**config.mk**
```make
export PLATFORM = sky130hd
export DESIGN_NAME = hwce_tcdm_bank_arbiter
export DESIGN_NICKNAME = d
export VERILOG_FILES = /design/src/rtl/hwce_arb_pkg.sv /design/src/rtl/hwce_rr_arb.sv /design/src/rtl/hwce_tcdm_bank_arbiter.sv
export SDC_FILE = /design/constraint.sdc
export NUM_CORES = 1
export LEC_CHECK = 0
export ABC_CLOCK_PERIOD_IN_PS = 3300
export BUFFER_PORTS_ARGS = -buffer_cell sky130_fd_sc_hd__buf_2
export CAP_MARGIN = 20
export CORE_AREA = 8 8 411 413
export CTS_BUF_LIST = sky130_fd_sc_hd__clkbuf_16
export DETAILED_ROUTE_END_ITERATION = 12
export DIE_AREA = 0 0 419 421
export MAX_ROUTING_LAYER = met4
export PLACE_DENSITY_LB_ADDON = 0.25
export SYNTH_ARGS = -nofsm -noshare
export SYNTH_HDL_FRONTEND = slang
export SYNTH_HIERARCHICAL = 1
export SYNTH_SLANG_ARGS = --single-unit
```
**constraint.sdc**
```tcl
create_clock -name clk -period 3.3 [get_ports clk]
set_input_delay 0.165 -clock clk [delete_from_list [all_inputs] [get_ports clk]]
set_output_delay 0.165 -clock clk [all_outputs]
set_load 0.02 [all_outputs]
```
**src/rtl/hwce_arb_pkg.sv**
```systemverilog
// Shared constants and helpers for the HWCE-to-TCDM banked arbiter.
// Index widths are derived here so every file sizes its indices the same way.
package hwce_arb_pkg;

   localparam int N_MASTERS_DEF = 4;
   localparam int N_SLAVES_DEF  = 8;

   function automatic int idx_w(input int n);
      return (n > 1) ? $clog2(n) : 1;
   endfunction

   localparam int MST_IDX_W  = idx_w(N_MASTERS_DEF);
   localparam int BANK_IDX_W = idx_w(N_SLAVES_DEF);

   function automatic logic [31:0] sat_add32(
      input logic [31:0] a,
      input logic [31:0] b
   );
      logic [32:0] s;
      s = {1'b0, a} + {1'b0, b};
      return s[32] ? 32'hFFFF_FFFF : s[31:0];
   endfunction

endpackage

```
**src/rtl/hwce_rr_arb.sv**
```systemverilog
// Round-robin arbiter for one TCDM bank: one-hot grant plus winner index.
// Search starts at the stored pointer, which moves past each winner.
import hwce_arb_pkg::*;

module hwce_rr_arb #(
   parameter int N = 4
) (
   input  logic                clk,
   input  logic                rst_n,
   input  logic [N-1:0]        req,
   output logic [N-1:0]        gnt,
   output logic [idx_w(N)-1:0] idx,
   output logic                valid
);

   localparam int W = idx_w(N);

   logic [W-1:0] ptr;
   logic [W-1:0] cand;

   always_comb begin
      gnt   = '0;
      idx   = '0;
      valid = 1'b0;
      cand  = '0;
      for (int i = 0; i < N; i++) begin
         cand = W'((int'(ptr) + i) % N);
         if (!valid && req[cand]) begin
            valid     = 1'b1;
            gnt[cand] = 1'b1;
            idx       = cand;
         end
      end
   end

   always_ff @(posedge clk or negedge rst_n) begin
      if (!rst_n) begin
         ptr <= '0;
      end else if (valid) begin
         ptr <= (int'(idx) == N - 1) ? '0 : idx + W'(1);
      end
   end

endmodule

```
**src/rtl/hwce_tcdm_bank_arbiter.sv**
```systemverilog
// Arbitrated HWCE-to-TCDM interconnect: per-bank round-robin, registered response.
// Optional conflict counter enabled by defining HWCE_ARB_PERF_EN.
import hwce_arb_pkg::*;

module hwce_tcdm_bank_arbiter #(
   parameter int          N_MASTERS       = 4,
   parameter int          N_SLAVES        = 8,
   parameter int          ADDR_WIDTH      = 32,
   parameter int          DATA_WIDTH      = 32,
   parameter int          BE_WIDTH        = DATA_WIDTH / 8,
   parameter int          ADDR_SRAM_WIDTH = 10,
   parameter int          LSB_ADDR        = 17,
   parameter logic [31:0] ADDR_OFFSET     = 32'h0006_0000
) (
   input  logic                                clk,
   input  logic                                rst_n,
`ifdef HWCE_ARB_PERF_EN
   input  logic                                perf_clr_i,
   output logic [31:0]                         conflict_cnt_o,
`endif
   input  logic [N_MASTERS-1:0]                data_req_i,
   input  logic [N_MASTERS*ADDR_WIDTH-1:0]     data_add_i,
   input  logic [N_MASTERS-1:0]                data_wen_i,
   input  logic [N_MASTERS*DATA_WIDTH-1:0]     data_wdata_i,
   input  logic [N_MASTERS*BE_WIDTH-1:0]       data_be_i,
   output logic [N_MASTERS-1:0]                data_gnt_o,
   output logic [N_MASTERS-1:0]                data_r_valid_o,
   output logic [N_MASTERS*DATA_WIDTH-1:0]     data_r_rdata_o,
   output logic [N_SLAVES-1:0]                 data_req_SRAM_o,
   output logic [N_SLAVES*ADDR_SRAM_WIDTH-1:0] data_add_SRAM_o,
   output logic [N_SLAVES-1:0]                 data_wen_SRAM_o,
   output logic [N_SLAVES*DATA_WIDTH-1:0]      data_wdata_SRAM_o,
   output logic [N_SLAVES*BE_WIDTH-1:0]        data_be_SRAM_o,
   input  logic [N_SLAVES*DATA_WIDTH-1:0]      data_r_rdata_SRAM_i
);

   localparam int MW = idx_w(N_MASTERS);
   localparam int SB = idx_w(N_SLAVES);
   localparam int AW = ADDR_WIDTH;
   localparam int DW = DATA_WIDTH;
   localparam int BW = BE_WIDTH;
   localparam int SW = ADDR_SRAM_WIDTH;

   logic [AW-1:0]        rel       [N_MASTERS];
   logic [SB-1:0]        bank      [N_MASTERS];
   logic [N_MASTERS-1:0] bank_req  [N_SLAVES];
   logic [N_MASTERS-1:0] bank_gnt  [N_SLAVES];
   logic [MW-1:0]        win       [N_SLAVES];
   logic [N_SLAVES-1:0]  bank_vld;
   logic [N_MASTERS-1:0] r_valid;
   logic [SB-1:0]        resp_bank [N_MASTERS];

   // Out-of-window addresses simply alias onto a bank
   always_comb begin
      for (int m = 0; m < N_MASTERS; m++) begin
         rel[m]  = data_add_i[m*AW +: AW] - AW'(ADDR_OFFSET);
         bank[m] = (N_SLAVES > 1) ? SB'(rel[m] >> LSB_ADDR) : '0;
      end
   end

   always_comb begin
      for (int b = 0; b < N_SLAVES; b++) begin
         for (int m = 0; m < N_MASTERS; m++) begin
            bank_req[b][m] = data_req_i[m] && (int'(bank[m]) == b);
         end
      end
   end

   for (genvar b = 0; b < N_SLAVES; b++) begin : g_bank
      hwce_rr_arb #(
         .N(N_MASTERS)
      ) u_arb (
         .clk  (clk),
         .rst_n(rst_n),
         .req  (bank_req[b]),
         .gnt  (bank_gnt[b]),
         .idx  (win[b]),
         .valid(bank_vld[b])
      );
   end

   always_comb begin
      data_gnt_o = '0;
      for (int b = 0; b < N_SLAVES; b++) begin
         data_gnt_o = data_gnt_o | bank_gnt[b];
      end
   end

   always_comb begin
      data_req_SRAM_o   = '0;
      data_add_SRAM_o   = '0;
      data_wen_SRAM_o   = '0;
      data_wdata_SRAM_o = '0;
      data_be_SRAM_o    = '0;
      for (int b = 0; b < N_SLAVES; b++) begin
         if (bank_vld[b]) begin
            data_req_SRAM_o[b]          = 1'b1;
            data_add_SRAM_o[b*SW +: SW] =
               data_add_i[int'(win[b])*AW + 2 +: SW];
            data_wen_SRAM_o[b]          = data_wen_i[win[b]];
            data_wdata_SRAM_o[b*DW +: DW] =
               data_wdata_i[int'(win[b])*DW +: DW];
            data_be_SRAM_o[b*BW +: BW]  =
               data_be_i[int'(win[b])*BW +: BW];
         end
      end
   end

   always_ff @(posedge clk or negedge rst_n) begin
      if (!rst_n) begin
         r_valid <= '0;
         for (int m = 0; m < N_MASTERS; m++) begin
            resp_bank[m] <= '0;
         end
      end else begin
         r_valid <= data_gnt_o;
         for (int m = 0; m < N_MASTERS; m++) begin
            if (data_gnt_o[m]) begin
               resp_bank[m] <= bank[m];
            end
         end
      end
   end

   always_comb begin
      data_r_valid_o = r_valid;
      data_r_rdata_o = '0;
      for (int m = 0; m < N_MASTERS; m++) begin
         if (r_valid[m]) begin
            data_r_rdata_o[m*DW +: DW] =
               data_r_rdata_SRAM_i[int'(resp_bank[m])*DW +: DW];
         end
      end
   end

`ifdef HWCE_ARB_PERF_EN
   logic [31:0] n_conf;
   logic [31:0] conf_cnt;

   always_comb begin
      n_conf = '0;
      for (int m = 0; m < N_MASTERS; m++) begin
         n_conf = n_conf + 32'(data_req_i[m] & ~data_gnt_o[m]);
      end
   end

   always_ff @(posedge clk or negedge rst_n) begin
      if (!rst_n) begin
         conf_cnt <= '0;
      end else if (perf_clr_i) begin
         conf_cnt <= '0;
      end else begin
         conf_cnt <= sat_add32(conf_cnt, n_conf);
      end
   end

   assign conflict_cnt_o = conf_cnt;
`endif

endmodule

```
==> metrics.txt, run 1 <==
maximum clock insertion buffer count=2; CP endpoint kind=primary output; CP cell instances=buf_4, buf_6, buf_4, ha_2, nand2_4, nor2_4, mux4_2, buf_6, nor2b_4, nor2_4, o22ai_4, buf_12, buf_12, buf_6, mux4_2, and2_4, buf_6; most frequent cells in the layout=buf_2 (663), mux4_2 (440), buf_6 (333); final worst slack=-80.64 ps; measured slew at the worst slew-check pin=939.7 ps; EDFF count, synth=0; first-pass GRT wire length=245.7 mm; pwr dens=788.2 mW/mm2; routability congestion estimate=0.9409; Synth Warn #=6; fmax=295.8 MHz; Iteration-0 DRC Markers=3096; Seq cells post-synth=32; Critical Path Slowest Stage Cell=mux4_2; CTS Sinks=32; average cell area after synthesis=10.94 um2; Hold EP=resp_bank[11]; Cell variety after synth=48; WL/cell=31.50 um; Worst Path Required=3130 ps; CP startpoint kind=input pin; Hold Crit Class=input pin to register; vias in the first global route=29.57k; drt total wl=182.1 mm; Setup Viol. Count Final=45; initial antenna violation count=49; clock share of power=1.6%; R2R Path End=resp_bank[5]; clock skew=13.88 ps; most common cell after layout, fill and taps aside=buf_2; Sw Share=52.06%; Pint=15.63 mW; CTS clk-pin slew, worst paths=60 ps; DR pass1 iterations=5; status=finished, violations left; CP Data Arrival Time=3220 ps; die width=419 um; clock buffer count from CTS=5; VDD IR max=344.6 uV; Die Y=421 um; async set-reset flop share out of synthesis=100.0%; top_reg_cell synth=dfrtp_1; nets@finish=4165; GRT Total Usage=19.50%; reg2reg setup slack=270 ps; hold_sp=data_add_i[19]; RSZ-0062 raised after global routing=true; Hold Vio Cnt, Final=0; Slew HR=37.21%; GRT Residual Overflow=0; max-cap violations=0; combinational share of power=94.1%; Worst path max stage delay=550 ps; die area=0.1764 mm2; Area Overhead vs Synth=57.98%; Worst Reg2Reg Path Length in Cells=12; post-route ant nets=0; register area share after synthesis=3.059%; TritonCTS clock tree=yes; via/cell ratio=5.175; largest net degree at the start of global routing=49; fin. max-slew vios=0; post-layout min period=3381 ps; violated checks=negative setup slack; crit path max fanout=6; H-tree levels=2; CP most frequent cell=buf_6; Synth Instances=2393; crit path kind=input pin to primary output; area of the core region=0.1620 mm2; PortBufs=981; CTS Root Cell=clkbuf_16; layout cells sized above 1=70.53%; placed instance count=5567; Final Non-Filler Cells=5780; starting density of the core=16.15%; Psw=16.97 mW; Hold Slack=375.2 ps; Skew-Pair Late Insertion Delay=310 ps; row cnt=148; setup tns final=-1272 ps; period utilisation layout=102.4%; hold path depth=4; post-DP HPWL=134.1 mm; Post-Syn Area=0.02618 mm2; DR DRC count=0; Leak=17.15 nW; Reg power frac=4.3%; vias=29.91k; io pins=1058; syn nets=2993
## cell type report
class                      count  area, um2
fill                       17260     120700
multi-input combinational   1940      24580
timing repair buffer        1432      12410
tap                         2175       2721
sequential                    32      827.0
inverter                     154      578.1
clock buffer                   5      125.1
antenna                       39      97.59
clock inverter                 3      13.76
## cells by family (layout without fill, tap and decap cells)
logic type               Yosys count  in the layout  synth area share [%]
AO/OA/AOI/OAI                    414            414                 10.99
multiplexers                     849            849                 60.08
buffers and inverters            421           1594                 8.867
flip-flops                        32             32                 3.059
AND/OR/NAND/NOR                  600            600                 13.54
other                              0             39                     0
XOR/XNOR                          15             15                0.5019
adder cells (fa/ha/maj)           62             62                 2.964
## metrics by stage
step	utilization, %	setup slack [ps]	area (um2)	total power, mW
after CTS	23.50	-112.8	38070	30.45
after floorplan	-	3.146	26190	17.21
after detailed placement	21.69	-312.8	35150	26.95
final	25.52	-80.64	41350	32.59
after global placement	21.69	-331.1	35150	27.00
after global routing	25.51	-145.1	41340	34.02
## power by group through the flow
| stage | logic, mW | clock network (mW) | registers [mW] |
|---|---|---|---|
| after CTS | 28.5 | 0.545 | 1.39 |
| after global placement | 25.6 | 0 | 1.37 |
| after floorplan | 16.4 | 0 | 0.826 |
| after detailed placement | 25.6 | 0 | 1.38 |
| after global routing | 32.0 | 0.544 | 1.44 |
| final | 30.7 | 0.517 | 1.41 |
## worst max-delay path by stage
| stage | startpoint | to | slack [ps] | cells after the start |
|---|---|---|---|---|
| final | data_add_i[81] | data_add_SRAM_o[62] | -80 | 17 |
| after detailed placement | data_add_i[81] | data_wdata_SRAM_o[45] | -310 | 14 |
| after global placement | data_add_i[81] | data_wdata_SRAM_o[11] | -330 | 14 |
| after global routing | register | data_add_SRAM_o[62] | -150 | 13 |
| after CTS | data_add_i[114] | data_wdata_SRAM_o[65] | -110 | 15 |
| after floorplan | register | data_add_SRAM_o[20] | 3 | 11 |
## synthesized netlist by cell type (63+ instances only)
cell | n | area, um2
mux2_2 | 155 | 1745
and2_1 | 382 | 2390
a221oi_1 | 126 | 1104
nor2_1 | 77 | 289.0
mux4_1 | 93 | 2444
mux4_2 | 440 | 9910
a22oi_1 | 63 | 473.0
inv_1 | 154 | 578.1
o21ai_0 | 178 | 890.9
mux2i_1 | 160 | 1602
buf_2 | 99 | 495.5
clkbuf_1 | 79 | 296.5
## routing by layer
layer | track usage, % | share of wire, %
met5 | - | 0
met4 | 5.908 | 3.7
met3 | 3.800 | 9.0
met2 | 31.41 | 48
met1 | 24.72 | 40
## worst max-delay path, delay by kind of cell
family / cells / cell delay (ps)
buf+inv: 8 / 1100
mux: 2 / 1050
compound gates: 1 / 170
simple gates: 5 / 540
fa+ha+maj: 1 / 190
## timing repair
| action | CTS | global route |
|---|---|---|
| setup buffers | 76 | 63 |
| cloned | 25 | 17 |
| pin swaps | 26 | 59 |
| hold buffers | 1 | 0 |
| hold endpoints to repair | 9 | 0 |
| gates resized for setup | 408 | 876 |
| setup endpoints to repair | 380 | 380 |
Note: power is estimated with default switching activity, not from simulation.
==> run 2: changes to the inputs <==
--- a/config.mk
+++ b/config.mk
@@ -12,6 +12,7 @@
 export CTS_BUF_LIST = sky130_fd_sc_hd__clkbuf_16
 export DETAILED_ROUTE_END_ITERATION = 12
 export DIE_AREA = 0 0 419 421
+export GPL_TIMING_DRIVEN = 0
 export MAX_ROUTING_LAYER = met4
 export PLACE_DENSITY_LB_ADDON = 0.25
 export SYNTH_ARGS = -nofsm -noshare
==> run 2 against run 1 <==
  * Hold slack got worse by 360 ps
  * Cell area increased by 1.5%
  * Critical endpoint is now data_add_SRAM_o[22]
  * Maximum frequency decreased by 5.3%
  * Clock-buffer cell count unchanged
  * Utilization increased by 0.39 points
  * Register-to-register slack got worse by 50 ps
  * Via count increased by 2.3%
  * Critical path type is now register to primary output
  * The flow still finishes with violations (negative setup slack)
  * Flip-flop and latch count unchanged
  * Non-clock buffer count increased by 77
  * Clock power decreased by 3%
  * Global-route usage increased by 1.0 points
  * Clock skew decreased by 0.61 ps
==> metrics.txt, run 2 (synthesized netlist as in run 1, its figures left out) <==
die area=0.1764 mm2; DR DRC count=0; CTS Root Cell=clkbuf_16; measured slew at the worst slew-check pin=1330 ps; final worst slack=-270.0 ps; FILL cells=17.29k; dpl cell area=0.03385 mm2; busiest grt layer=met2; Hold Vio Cnt, Final=0; fmax=280.1 MHz; row cnt=148; post-DP HPWL=146.7 mm; Skew-Pair Late Insertion Delay=310 ps; die width=419 um; starting density of the core=16.15%; clock skew=13.27 ps; setup tns final=-28130 ps; reg2reg setup slack=220 ps; Worst Reg2Reg Path Length in Cells=13; pwr dens=803.5 mW/mm2; via/cell ratio=5.216; period utilisation layout=108.2%; GR Util met1=26.30%; CP startpoint kind=register; Worst path max stage delay=600 ps; most frequent cells in the layout=buf_2 (661), mux4_2 (440), buf_6 (419); nets@finish=4242; maximum clock insertion buffer count=2; CTS clk-pin slew, worst paths=70 ps; max-cap violations=0; vias in the first global route=30.43k; CP endpoint kind=primary output; GRT Total Usage=20.53%; Hold Crit Class=input pin to asynchronous set/reset pin; post-route ant nets=0; crit path kind=register to primary output; drt total wl=188.4 mm; fin. max-slew vios=0; Critical Path Slowest Stage Cell=mux4_2; GRT Residual Overflow=0; CP Data Arrival Time=3410 ps; WL/cell=32.13 um; Leak=17.32 nW; layout cells sized above 1=69.78%; vias=30.59k; crit path max fanout=7; Worst Path Required=3130 ps; cell area after layout=0.04198 mm2; R2R Path End=resp_bank[11]; area of the core region=0.1620 mm2; Hold Slack=13.87 ps; routability congestion estimate=0.9572; status=finished, violations left; CP cell instances=buf_8, clkinvlp_4, ha_4, mux4_2, nor2b_4, nor2_4, o22ai_4, buf_12, buf_12, mux4_2, and2_4, buf_6; initial antenna violation count=62; H-tree levels=2; placed instance count=5551; RSZ-0062 raised after global routing=true; VDD IR max=345.2 uV; Slew HR=11.33%; Core Util, Final=25.91%; Area Overhead vs Synth=60.39%; DR pass1 iterations=5; met3 Usage GRT=5.157%; CTS Sinks=32; pre-CTS setup slack=-1696 ps; largest net degree at the start of global routing=33; Iteration-0 DRC Markers=3657; PortBufs=981; io pins=1058; Setup Viol. Count Final=313; grt met2 use=31.69%; clock buffer count from CTS=5; Final Non-Filler Cells=5864; most common cell after layout, fill and taps aside=buf_2; first-pass GRT wire length=255.9 mm; violated checks=negative setup slack; Total Power=33.73 mW; post-layout min period=3570 ps; TritonCTS clock tree=yes; Die Y=421 um
==> run 2: cell type report <==
cell class,count,area [um2],share of cell area [%]
tap,2175,2721,6.482
sequential,32,812.0,1.934
inverter,154,630.6,1.502
clock buffer,5,125.1,0.2980
antenna,46,115.1,0.2742
multi-input combinational,1940,24720,58.88
timing repair buffer,1259,10290,24.50
clock inverter,3,11.26,0.02682
buffer,250,2560,6.098
==> run 2: routing by layer <==
layer,up-vias,part of all wire [%]
met3,339,10
met4,0,3.8
li1,12270,-
met1,16010,40
met5,-,0
met2,1975,46
==> run 2: worst max path at each step <==
stage	start	to	slack [ps]
floorplan	register	data_add_SRAM_o[20]	3
global placement	data_add_i[81]	data_wdata_SRAM_o[2]	-1870
detailed placement	data_add_i[81]	data_wdata_SRAM_o[2]	-1700
CTS	register	data_wdata_SRAM_o[81]	-280
global route	register	data_add_SRAM_o[22]	-310
finish	register	data_add_SRAM_o[22]	-270
==> run 2: timing repair <==
item                                    CTS  global route
pin swaps                                44            34
cloned                                   30             1
endpoints found under the hold margin     0             0
resized for setup                      1309           361
setup buffers                           203            74
setup endpoints to repair               399           380
hold buffers                              0             0
==> run 2: where the power goes <==
part           total, mW  switching (mW)  internal [mW]
clock              0.502           0.229          0.273
combinational       32.4            17.2           15.2
sequential         0.831           0.221          0.610
==> run 2: critical path: cells and delay by family (launching register included) <==
| family | cells | cell delay [ps] |
|---|---|---|
| fa+ha+maj | 1 | 280 |
| buf+inv | 5 | 730 |
| compound gates | 1 | 290 |
| flops | 1 | 390 |
| simple gates | 3 | 450 |
| mux | 2 | 940 |
